<file path="config.mk">
export PLATFORM = sky130hd
export DESIGN_NAME = result_memory_reader
export DESIGN_NICKNAME = d
export VERILOG_FILES = /design/src/rtl/result_memory_reader_pkg.sv /design/src/rtl/result_memory_reader_serializer.sv /design/src/rtl/result_memory_reader.sv
export SDC_FILE = /design/constraint.sdc
export NUM_CORES = 1
export LEC_CHECK = 0
export CORE_MARGIN = 1
export CORE_UTILIZATION = 54
export CTS_CLUSTER_SIZE = 28
export DETAILED_ROUTE_END_ITERATION = 8
export PLACE_DENSITY_LB_ADDON = 0.12
export SYNTH_ARGS = -nofsm -noshare
export SYNTH_HDL_FRONTEND = slang
export SYNTH_SLANG_ARGS = --single-unit
</file>
<file path="constraint.sdc">
create_clock -name iClock -period 4.9 [get_ports iClock]
set_clock_uncertainty 0.05 [all_clocks]
set_input_delay 1.47 -clock iClock [delete_from_list [all_inputs] [get_ports iClock]]
set_output_delay 1.47 -clock iClock [all_outputs]
set_load 0.01 [all_outputs]
</file>
<file path="src/rtl/result_memory_reader_pkg.sv">
// Shared definitions for the result memory reader and the processing FSM that packs sample words.
// Field positions here are the single source of truth for the 32-bit sample layout.
package result_memory_reader_pkg;

    localparam int MEM_ADDR_W    = 15;
    localparam int SAMPLE_WORD_W = 32;
    localparam int COUNT_W       = 16;

    localparam int SAMPLE_INPUT_MSB    = 31;
    localparam int SAMPLE_INPUT_LSB    = 24;
    localparam int SAMPLE_SEQ_MSB      = 23;
    localparam int SAMPLE_SEQ_LSB      = 16;
    localparam int SAMPLE_EXPECTED_MSB = 15;
    localparam int SAMPLE_EXPECTED_LSB = 8;
    localparam int SAMPLE_CHROM_MSB    = 7;
    localparam int SAMPLE_CHROM_LSB    = 0;

    typedef enum logic [2:0] {
        RD_IDLE  = 3'd0,
        RD_ISSUE = 3'd1,
        RD_WAIT  = 3'd2,
        RD_SEND  = 3'd3,
        RD_DONE  = 3'd4
    } reader_state_e;

    function automatic logic sample_mismatch(input logic [SAMPLE_WORD_W-1:0] word);
        return word[SAMPLE_CHROM_MSB:SAMPLE_CHROM_LSB]
            != word[SAMPLE_EXPECTED_MSB:SAMPLE_EXPECTED_LSB];
    endfunction

endpackage

</file>
<file path="src/rtl/result_memory_reader_serializer.sv">
// Loads a 32-bit word and presents it as 4 bytes MSB first; byte 0 is valid the cycle after load.
// Backpressure: a byte holds stable until byte_rdy; last_acc pulses when the 4th byte is taken.
module word_byte_serializer
    import result_memory_reader_pkg::*;
(
    input  logic                     clk,
    input  logic                     rst,
    input  logic                     load_vld,
    input  logic [SAMPLE_WORD_W-1:0] word_dat,
    input  logic                     byte_rdy,
    output logic [7:0]               byte_dat,
    output logic                     byte_vld,
    output logic                     last_acc
);

    logic [SAMPLE_WORD_W-1:0] shift_q;
    logic [1:0]               idx_q;
    logic                     vld_q;
    logic                     acc;

    assign acc      = vld_q & byte_rdy;
    assign byte_dat = shift_q[SAMPLE_WORD_W-1 -: 8];
    assign byte_vld = vld_q;
    assign last_acc = acc & (idx_q == 2'd3);

    always_ff @(posedge clk) begin
        if (rst) begin
            shift_q <= '0;
            idx_q   <= 2'd0;
            vld_q   <= 1'b0;
        end else if (load_vld) begin
            shift_q <= word_dat;
            idx_q   <= 2'd0;
            vld_q   <= 1'b1;
        end else if (acc) begin
            shift_q <= {shift_q[SAMPLE_WORD_W-9:0], 8'h00};
            idx_q   <= idx_q + 2'd1;
            if (idx_q == 2'd3) begin
                vld_q <= 1'b0;
            end
        end
    end

endmodule

</file>
<file path="src/rtl/result_memory_reader.sv">
// Streams result-RAM sample words out MSB byte first and counts chromOut/expected mismatches.
// Per word: 1 issue + READ_LATENCY wait + 4 send cycles; the byte stream stalls freely on iByteReady.
module result_memory_reader
    import result_memory_reader_pkg::*;
#(
    parameter int READ_LATENCY   = 2,
    parameter int MEM_DEPTH_LOG2 = MEM_ADDR_W
)
(
    input  logic                      iClock,
    input  logic                      iReset,
    input  logic                      iStartReading,
    input  logic [MEM_DEPTH_LOG2-1:0] iBaseAddr,
    input  logic [COUNT_W-1:0]        iWordCount,
    output logic                      oReadyToRead,
    output logic                      oDoneReading,
    input  logic                      iDoneReadingFeedback,
    output logic [MEM_DEPTH_LOG2-1:0] oMemAddr,
    output logic                      oMemReadEnable,
    input  logic [SAMPLE_WORD_W-1:0]  iMemData,
    output logic [7:0]                oByte,
    output logic                      oByteValid,
    input  logic                      iByteReady,
    output logic [COUNT_W-1:0]        oMismatchCount,
    output logic [2:0]                oState
);

    localparam logic [2:0] IDLE  = RD_IDLE;
    localparam logic [2:0] ISSUE = RD_ISSUE;
    localparam logic [2:0] WAIT  = RD_WAIT;
    localparam logic [2:0] SEND  = RD_SEND;
    localparam logic [2:0] DONE  = RD_DONE;

    localparam logic [1:0] WAIT_LAST = 2'(READ_LATENCY - 1);

    logic [2:0]                state_q;
    logic [MEM_DEPTH_LOG2-1:0] addr_q;
    logic [COUNT_W-1:0]        remaining_q;
    logic [1:0]                wait_cnt_q;
    logic [COUNT_W-1:0]        mismatch_q;
    logic                      capture;
    logic                      last_acc;

    assign capture        = (state_q == WAIT) && (wait_cnt_q == WAIT_LAST);
    assign oReadyToRead   = (state_q == IDLE);
    assign oDoneReading   = (state_q == DONE);
    assign oMemReadEnable = (state_q == ISSUE);
    assign oMemAddr       = addr_q;
    assign oMismatchCount = mismatch_q;
    assign oState         = state_q;

    always_ff @(posedge iClock) begin
        if (iReset) begin
            state_q     <= IDLE;
            addr_q      <= '0;
            remaining_q <= '0;
            wait_cnt_q  <= 2'd0;
            mismatch_q  <= '0;
        end else begin
            case (state_q)
                IDLE: begin
                    if (iStartReading) begin
                        addr_q      <= iBaseAddr;
                        remaining_q <= iWordCount;
                        mismatch_q  <= '0;
                        state_q     <= (iWordCount == '0) ? DONE : ISSUE;
                    end
                end
                ISSUE: begin
                    wait_cnt_q <= 2'd0;
                    state_q    <= WAIT;
                end
                WAIT: begin
                    if (capture) begin
                        // Saturate rather than wrap so a huge dump never reports a small count.
                        if (sample_mismatch(iMemData) && (mismatch_q != {COUNT_W{1'b1}})) begin
                            mismatch_q <= mismatch_q + COUNT_W'(1);
                        end
                        state_q <= SEND;
                    end else begin
                        wait_cnt_q <= wait_cnt_q + 2'd1;
                    end
                end
                SEND: begin
                    if (last_acc) begin
                        remaining_q <= remaining_q - COUNT_W'(1);
                        if (remaining_q == COUNT_W'(1)) begin
                            state_q <= DONE;
                        end else begin
                            addr_q  <= addr_q + MEM_DEPTH_LOG2'(1);
                            state_q <= ISSUE;
                        end
                    end
                end
                DONE: begin
                    if (iDoneReadingFeedback) begin
                        state_q <= IDLE;
                    end
                end
                default: state_q <= IDLE;
            endcase
        end
    end

    word_byte_serializer u_serializer (
        .clk      (iClock),
        .rst      (iReset),
        .load_vld (capture),
        .word_dat (iMemData),
        .byte_rdy (iByteReady),
        .byte_dat (oByte),
        .byte_vld (oByteValid),
        .last_acc (last_acc)
    );

endmodule
</file>
==> run metrics <==
clock tree root buffer cell clkbuf_8; CTS HTree Levels 3; Reg2Reg Setup Slack 1.74 ns; ys flop type dfxtp_1; Async S/R FF share, synth 0%; Area contributors post-synth dfxtp_1, nand2_1, a21oi_1, nand3_1, nor2_1; cell count after synthesis 628; PortBufs 113; Yosys top cell area share 35.7%; first-pass GRT wire length 21,400 µm; Clock Sinks 87; DRT iter0 DRCs 348; arrival time worst endpoint 3.68 ns; Core ar. 0.00872 mm²; pwr dens 282 mW/mm²; Setup TNS 0 ns; effective utilization at floorplan 55.9%; Die Width 97.0 µm; largest net degree at the start of global routing 58; EDFF count, synth 0; Slew HR 22.6%; share of cells above drive strength 1 5.67%; Final period util 71.3%; Tmin final 3.49 ns; Final Util 70.3%; final setup fails 0; remaining global-route overflow 0; Critical Path RT 5.08 ns; area of the multi-input gates 0.00284 mm²; FF+latch area 0.00174 mm²; Pre-antenna DRT Iters 5; CTS tree built; Synth Area per Inst 7.77 µm²; final WL 12,900 µm; CTS buffer count 9; Gates resized, CTS repair 0; die height 97.0 µm; hold_buf cts 0; drt drc 0; area growth from synthesis to layout 25.7%; Mapped Nets 702; initial antenna violation count 0; dominant cell type by area after synthesis dfxtp_1; Crit Path Class input pin to flop; final instance area 0.00613 mm²; Hold/Removal Path Class flop to flop; post-DP HPWL 8830 µm; Final Max Slew Viols 0; drt wl/cell 15.9 µm; flops & latches, synth 87; via-per-instance ratio 6.24; CTS max path bufs 2; unrepaired setup endpoints after global routing false; Die ar. 0.00942 mm²; routed via count 5,076; clock transition at the registers of the reported paths 0.09 ns; Area after DPL 0.00590 mm²; Ys Warns 0; Ant. Diodes 0; post-route antenna net violation count 0; status complete, no violations; Synth Cell Area 0.00488 mm²; worst-path fanout max 16; latest clock arrival within the worst-skew pair 0.35 ns; GRT Total Usage 27.0%; Setup Buffers After CTS 0; max cap viols 0; vias in the first global route 4,513; leakage 0.00209 µW; fmax 0.286 GHz; Fin. Hold Viols 0; FILL cells 728; num rows 34; Startpoint Class input pin; # IOs 114; worst vdd rail ir drop 0.158 mV; worst slew pin tran 1.16 ns; Yosys cell types 65; CP Capture Type flop; Nets 774; gpl congestion 0.894; sequential area share after synthesis 35.7%
[cells in the final DEF, fill, tap and decap left out, types with 6 or more instances in the layout]
master,count
a31oi_1,10
a311oi_1,25
nand3_1,47
dfxtp_1,87
nand2_1,73
or4_1,7
nor3_1,16
ha_1,6
clkbuf_8,9
a21oi_1,49
nor2_1,64
o21ai_0,15
nand2b_1,6
and3_1,6
a21o_1,10
clkdlybuf4s50_1,112
nor4_1,7
o21ai_1,14
xnor2_1,8
o31ai_1,8
nand4_1,17
buf_4,6
or3_1,14
[cell usage after synthesis, types with 3 or more instances]
master    instances
a21o_1           10
o311ai_1          3
a31oi_1          10
and4_1            4
and2_1            3
nor3b_1           3
clkbuf_1         30
o41ai_1           5
a22o_1            3
or3_1            14
ha_1              6
or4_1             7
o211ai_1          3
a211oi_1          3
nor3_1           16
o31ai_1           8
nor4_1            7
inv_1             5
or4b_1            3
buf_4             9
nand4_1          17
o21ai_0          15
a21oi_1          49
dfxtp_1          87
nor2_1           64
buf_2            15
a22oi_1           4
nor3_2            3
nand2b_1          6
and3_1            6
o32ai_1           3
nand2_1          73
o21ai_1          14
a311oi_1         25
nand3_1          48
xnor2_1           8
[sequential cells by signal (all words and copies together) (netlist names)]
signal                 flops
u_serializer.shift_q      32
oMismatchCount            16
remaining_q               16
oMemAddr                  15
oState                     3
u_serializer.idx_q         2
wait_cnt_q                 2
u_serializer.byte_vld      1
[stage by stage]
stage | hold WS (ns) | power, µW | instances | worst slack [ns]
after floorplan | 0.398 | 1020 | 628 | 2.08
after global placement | 0.406 | 1150 | 797 | 1.20
after detailed placement | 0.409 | 1160 | 797 | 1.11
after CTS | 0.423 | 1730 | 813 | 1.47
after global routing | 0.442 | 1800 | 813 | 1.24
final | 0.424 | 1730 | 813 | 1.41
[power breakdown]
part	leakage, µW	internal [µW]	total, µW	switching [µW]
sequential	0.000707	742	795	52.9
clock	0.000111	295	576	281
combinational	0.00127	171	356	185
[critical path, stage by stage]
cell,delay [ns]
clkdlybuf4s50_1,0.49
nor4b_2,0.91
a21oi_2,0.34
a21o_1,0.26
a22oi_1,0.14
nor2_1,0.06
[routing by layer]
layer / global-route usage, % / vias to the layer above / routed length [µm]
met5: 0 / - / 0
met1: 38.1 / 2379 / 5910
met2: 42.8 / 197 / 6060
met4: 8.73 / 0 / 233
li1: - / 2478 / -
met3: 3.11 / 22 / 741
[final cells by class]
class	count	area share, %
clock buffer	9	2.02
clock inverter	7	1.67
inverter	5	0.306
multi-input combinational	478	46.3
sequential	87	28.4
tap	108	2.20
timing repair buffer	119	19.1
[worst paths after layout]
kind              cells after the start                                   end                            startpoint
setup reg to reg                      5           remaining_q[5]$_SDFFE_PP0P_                oState[1]$_SDFFE_PP0P_
hold reg to reg                       2  u_serializer.shift_q[0]$_SDFFE_PP0P_  u_serializer.shift_q[0]$_SDFFE_PP0P_
hold / removal                        2  u_serializer.shift_q[0]$_SDFFE_PP0P_  u_serializer.shift_q[0]$_SDFFE_PP0P_
setup / recovery                      6          remaining_q[13]$_SDFFE_PP0P_                         iStartReading
[kinds of logic (layout without fill, tap and decap cells)]
| logic type | count (synthesis) | after routing | share of synthesized area [%] |
|---|---|---|---|
| compound gates | 172 | 172 | 23.9 |
| xor+xnor | 9 | 9 | 1.62 |
| fa+ha+maj | 6 | 6 | 1.54 |
| buf+inv | 63 | 140 | 6.23 |
| flops | 87 | 87 | 35.7 |
| mux | 3 | 3 | 0.641 |
| simple gates | 288 | 288 | 30.4 |
(Power assumes the default switching activity.)
